===== config.mk =====
export PLATFORM = sky130hd
export DESIGN_NAME = rr_arbiter_slice_param_flat
export DESIGN_NICKNAME = d
export VERILOG_FILES = /design/src/rtl/rr_arbiter_slice_param_if.sv /design/src/rtl/rr_arbiter_slice_param.sv /design/src/flat_wrapper.sv
export SDC_FILE = /design/constraint.sdc
export NUM_CORES = 1
export LEC_CHECK = 0
export ABC_AREA = 1
export BUFFER_PORTS_ARGS = -buffer_cell sky130_fd_sc_hd__buf_4
export CELL_PAD_IN_SITES_DETAIL_PLACEMENT = 1
export CELL_PAD_IN_SITES_GLOBAL_PLACEMENT = 1
export CORE_UTILIZATION = 39
export CTS_BUF_LIST = sky130_fd_sc_hd__clkbuf_8
export CTS_CLUSTER_DIAMETER = 40
export DETAILED_ROUTE_END_ITERATION = 16
export HOLD_SLACK_MARGIN = 0.06
export PLACE_DENSITY = 0.82
export SLEW_MARGIN = 10
export SYNTH_ARGS = -nofsm -noshare
export SYNTH_HDL_FRONTEND = slang
export SYNTH_SLANG_ARGS = --single-unit

===== constraint.sdc =====
create_clock -name clk -period 2.2 [get_ports clk]
set_input_delay 0.22 -clock clk [delete_from_list [all_inputs] [get_ports clk]]
set_output_delay 0.22 -clock clk [all_outputs]
set_load 0.005 [all_outputs]

===== src/rtl/rr_arbiter_slice_param_if.sv =====
// rr_arbiter_slice_param_if: request/grant bundle between requesters and the arbiter
// Signals:
//   req       N          level requests, bit i = requester i
//   slice     N*SLICE_W  per-requester slice length, field i = slice[i*SLICE_W +: SLICE_W]
//   lock      1          hold the current grant past slice expiry
//   gnt       N          registered one-hot grant (or zero)
//   gnt_id    IDW        index of the current grantee, holds while gnt_valid=0
//   gnt_valid 1          |gnt
// Modports: master = requester side, slave = arbiter side.
interface rr_arbiter_slice_param_if #(
    parameter int N       = 4,
    parameter int SLICE_W = 4,
    parameter int IDW     = $clog2(N)
);
    logic [N-1:0]         req;
    logic [N*SLICE_W-1:0] slice;
    logic                 lock;
    logic [N-1:0]         gnt;
    logic [IDW-1:0]       gnt_id;
    logic                 gnt_valid;

    modport master (output req, slice, lock, input gnt, gnt_id, gnt_valid);
    modport slave  (input req, slice, lock, output gnt, gnt_id, gnt_valid);
endinterface


===== src/rtl/rr_arbiter_slice_param.sv =====
// rr_arbiter_slice_param: round-robin arbiter with per-requester time slices and grant lock
// Ports:
//   clk  rising-edge clock
//   rst  synchronous active-high reset
//   bus  slave side of rr_arbiter_slice_param_if (req/slice/lock in, gnt/gnt_id/gnt_valid out)
module rr_arbiter_slice_param #(
    parameter int N       = 4,
    parameter int SLICE_W = 4,
    parameter int IDW     = $clog2(N)
) (
    input logic clk,
    input logic rst,
    rr_arbiter_slice_param_if.slave bus
);
    typedef enum logic {IDLE, GRANT} state_t;

    state_t             state;
    logic [IDW-1:0]     ptr;
    logic [SLICE_W-1:0] cnt;
    logic [SLICE_W-1:0] cur_slice;
    logic [N-1:0]       gnt;
    logic [IDW-1:0]     gnt_id;

    logic [IDW-1:0]     win;
    logic               any;
    int                 idx;
    logic [SLICE_W-1:0] win_slice;
    logic               at_end;
    logic               rel;

    // ptr always points one past the last winner, so the same search serves
    // both the idle load and the back-to-back reload on release.
    always_comb begin
        win = '0;
        any = 1'b0;
        idx = 0;
        for (int k = 0; k < N; k++) begin
            idx = int'(ptr) + k;
            if (idx >= N) idx = idx - N;
            if (!any && bus.req[idx]) begin
                any = 1'b1;
                win = IDW'(idx);
            end
        end
    end

    assign win_slice = bus.slice[int'(win)*SLICE_W +: SLICE_W];
    assign at_end    = cnt == cur_slice - SLICE_W'(1);
    assign rel       = state == IDLE || !bus.req[gnt_id] || (at_end && !bus.lock);

    always_ff @(posedge clk) begin
        if (rst) begin
            state     <= IDLE;
            ptr       <= '0;
            cnt       <= '0;
            cur_slice <= SLICE_W'(1);
            gnt       <= '0;
            gnt_id    <= '0;
        end else if (rel) begin
            if (any) begin
                state     <= GRANT;
                gnt       <= N'(1) << win;
                gnt_id    <= win;
                cnt       <= '0;
                cur_slice <= win_slice == '0 ? SLICE_W'(1) : win_slice;
                ptr       <= int'(win) == N - 1 ? '0 : win + IDW'(1);
            end else begin
                state <= IDLE;
                gnt   <= '0;
            end
        end else begin
            cnt <= at_end ? cnt : cnt + SLICE_W'(1);
        end
    end

    assign bus.gnt       = gnt;
    assign bus.gnt_id    = gnt_id;
    assign bus.gnt_valid = |gnt;
endmodule


===== src/flat_wrapper.sv =====
// flat-port wrapper written by rule: the top's interface ports become plain ports
module rr_arbiter_slice_param_flat 
#(
    parameter int N       = 4,
    parameter int SLICE_W = 4,
    parameter int IDW     = $clog2(N)
)
  (clk, rst, bus_req, bus_slice, bus_lock, bus_gnt, bus_gnt_id, bus_gnt_valid);
  rr_arbiter_slice_param_if #(.N(N), .SLICE_W(SLICE_W), .IDW(IDW)) bus_i ();
  input logic clk;
  input logic rst;
  input wire logic [$bits(bus_i.req)-1:0] bus_req;
  input wire logic [$bits(bus_i.slice)-1:0] bus_slice;
  input wire logic [$bits(bus_i.lock)-1:0] bus_lock;
  output wire logic [$bits(bus_i.gnt)-1:0] bus_gnt;
  output wire logic [$bits(bus_i.gnt_id)-1:0] bus_gnt_id;
  output wire logic [$bits(bus_i.gnt_valid)-1:0] bus_gnt_valid;
  assign bus_i.req = bus_req;
  assign bus_i.slice = bus_slice;
  assign bus_i.lock = bus_lock;
  assign bus_gnt = bus_i.gnt;
  assign bus_gnt_id = bus_i.gnt_id;
  assign bus_gnt_valid = bus_i.gnt_valid;
  rr_arbiter_slice_param #(.N(N), .SLICE_W(SLICE_W), .IDW(IDW)) u_core (.clk(clk), .rst(rst), .bus(bus_i));
endmodule

==> results.sh <==
export IMPL_drv_slew=0
export IMPL_overflow=0
export IMPL_slew_headroom=0.828
export IMPL_leakagePower_uw=0.000966
export IMPL_cts_max_level=1
export IMPL_p_per_area_nw_per_um2=1470
export IMPL_period_needed_ns=2.05
export IMPL_start_kind="flip-flop"
export IMPL_rows=21
export IMPL_avgRoutedWirePerCell_um=12.8
export IMPL_required_ns=2.34
export IMPL_max_freq_mhz=489
export IMPL_ios=30
export IMPL_syn_area_per_cell_um2=6.62
export IMPL_maxCapViolCount=0
export IMPL_crit_fanout=12
export IMPL_yosys_area_share_simple=0.427
export IMPL_routed_wl_um=3850
export IMPL_grt_max_degree=14
export IMPL_syn_num_nets=248
export IMPL_cts_tree="built"
export IMPL_post_drt_via_cell_ratio=4.85
export IMPL_synthXorXnorAreaFrac=0.0483
export IMPL_grt_pass1_wl_um=6730
export IMPL_arrival_ns=2.19
export IMPL_clkSinkCount=17
export IMPL_outcome="complete, no violations"
export IMPL_crit_chain="buf_6 > nand2_2 > nand2_4 > nand2_1 > o21ai_2 > nand3_2 > nand2_4 > nand2_4 > inv_2 > ha_1 > o21ai_1 > a21oi_1"
export IMPL_die_x_um=63.0
export IMPL_fin_util=0.521
export IMPL_cts_root_buffer="clkbuf_8"
export IMPL_worst_slack_ns=0.154
export IMPL_grt_total_usage=0.213
export IMPL_synth_top_family_by_area="simple AND/OR/NAND/NOR gates"
export IMPL_coreArea_um2=3440
export IMPL_clock_skew_ns=0.00420
export IMPL_place_ws_ns=0.0502
export IMPL_critical_path_class="reg2reg"
export IMPL_io_buffers=29
export IMPL_critical_path_slowest_cell="dfxtp_1"
export IMPL_diodes=0
export IMPL_drt_iter0_drc=54
export IMPL_num_nets_final=284
export IMPL_synthMuxAreaShare=0
export IMPL_area_delta_synth_final_pct=23.7
export IMPL_setup_violations_final=0
export IMPL_gp_congestion=0.785
export IMPL_grt_pass1_vias=1508
export IMPL_via_count=1455
export IMPL_antenna_found_initial=0
export IMPL_synth_distinct_cells=27
export IMPL_synth_seq_cells=17
export IMPL_cpPeakStageDelay_ns=0.38
export IMPL_cts_buffers=3
export IMPL_synth_adder_area_share=0.0518
export IMPL_vdd_ir_drop_max_v=0.000660
export IMPL_clk_pin_slew_ns=0.07
export IMPL_ys_warn_count=0
export IMPL_hp_class="in2reg"
export IMPL_hpwl_um=3030
export IMPL_worst_pin_slew_ns=0.257
export IMPL_antenna_left=0
export IMPL_insertion_delay_ns=0.26
export IMPL_r2r_setup_slack_ns=0.15
export IMPL_crit_family="simple AND/OR/NAND/NOR gates"
export IMPL_synthesis_area_um2=1450
export IMPL_drt_pass1_iterations=4
export IMPL_fp_dieArea_um2=3970
export IMPL_cts_hold_buf=0
export IMPL_period_share=0.930
export IMPL_drive_above_1_share=0.287
export IMPL_cts_buffer_depth=2
export IMPL_synth_cells=219
export IMPL_final_cell_mix="nand2_1, buf_4, inv_1, nand3_1"
export IMPL_final_hold_violation_count=0
export IMPL_drc=0
export IMPL_synth_compound_area_frac=0.122
export IMPL_start_util=0.421
export IMPL_crit_top_cell="nand2_4"
export IMPL_critPathBufInv=2
export IMPL_final_common_cell="nand2_1"
export IMPL_yosysSeqAreaShare=0.235
export IMPL_fp_dieH_um=63.0
export IMPL_end_kind="flip-flop"
-- layout make-up --
cell class	instances	area (µm²)
clock buffer	3	41.3
clock inverter	1	5.00
fill	494	1650
inverter	34	128
multi-input combinational	163	947
sequential	17	342
tap	46	57.6
timing repair buffer	36	274
-- metrics by stage --
step                      power, µW  area (µm²)  hold WS (ns)   TNS [ns]  cells
after floorplan                1880        1450         0.381          0    219
after global placement         2250        1710         0.468          0    293
after detailed placement       2310        1710         0.471          0    293
after CTS                      2580        1760         0.224          0    297
after global routing           2910        1790         0.243  -0.000653    300
final                          2640        1790         0.228          0    300
-- metal layers --
| layer | track usage | share of wire | wire length [µm] | vias to the layer above |
|---|---|---|---|---|
| met5 | 0 | 0 | 0 | - |
| met4 | 0.0436 | 0.0075 | 29 | 0 |
| met3 | 0.0328 | 0.028 | 108 | 5 |
| met2 | 0.392 | 0.48 | 1850 | 30 |
| met1 | 0.256 | 0.48 | 1870 | 659 |
| li1 | - | - | - | 761 |
-- synth_stat cells --
library cell	number	area share
nand2_4	10	0.078
nor2_1	9	0.023
a21oi_1	16	0.055
xor2_1	2	0.012
dfxtp_1	17	0.23
nand3_1	26	0.090
o21ai_0	8	0.028
inv_1	30	0.078
a21oi_2	1	0.0060
o21ai_2	1	0.0060
buf_6	2	0.016
or4_1	1	0.0052
inv_2	4	0.010
a21boi_1	1	0.0052
clkbuf_1	1	0.0026
and2_1	1	0.0043
o21ai_1	3	0.010
xnor2_1	6	0.036
nor2_2	1	0.0043
nor2_4	2	0.016
a21oi_4	1	0.011
nand2_2	6	0.026
nand2_1	56	0.14
buf_4	2	0.010
nand3b_1	3	0.016
ha_1	6	0.052
nand3_2	3	0.021
-- flip-flops by register name, indices dropped and copies added (netlist names) --
signal	count
u_core.bus.gnt	4
u_core.bus.gnt_id	2
u_core.state	1
u_core.cur_slice	4
u_core.cnt	4
u_core.ptr	2
-- power by group --
part	internal [µW]	total (µW)	switching (µW)
logic	737	1890	1150
registers	416	508	92.8
clock network	126	238	112
total	1280	2640	1360
-- timing repair --
item / in CTS / in global routing
hold endpoints to repair: 0 / 0
pin swaps: 0 / 1
setup buffers: 0 / 3
setup endpoints to repair: 1 / 15
resized for setup: 2 / 5
-- cells by family (layout without fill, tap and decap cells) --
kind of cell / Yosys count / in the layout
AO/OA/AOI/OAI: 31 / 31
XOR/XNOR: 8 / 8
adder cells (fa/ha/maj): 6 / 6
buffers and inverters: 39 / 74
flip-flops: 17 / 17
AND/OR/NAND/NOR: 118 / 118
-- path summary, 6_finish.rpt --
check	from	endpoint	cells after the start
worst max-delay path	u_core.ptr[0]	u_core.ptr[1]	12
worst min-delay path	rst	u_core.bus.gnt[3]	2
worst max register to register	u_core.ptr[0]	u_core.ptr[1]	12
worst min register to register	u_core.bus.gnt[3]	u_core.bus.gnt[3]	2
Power figures use the tool's default switching activity.
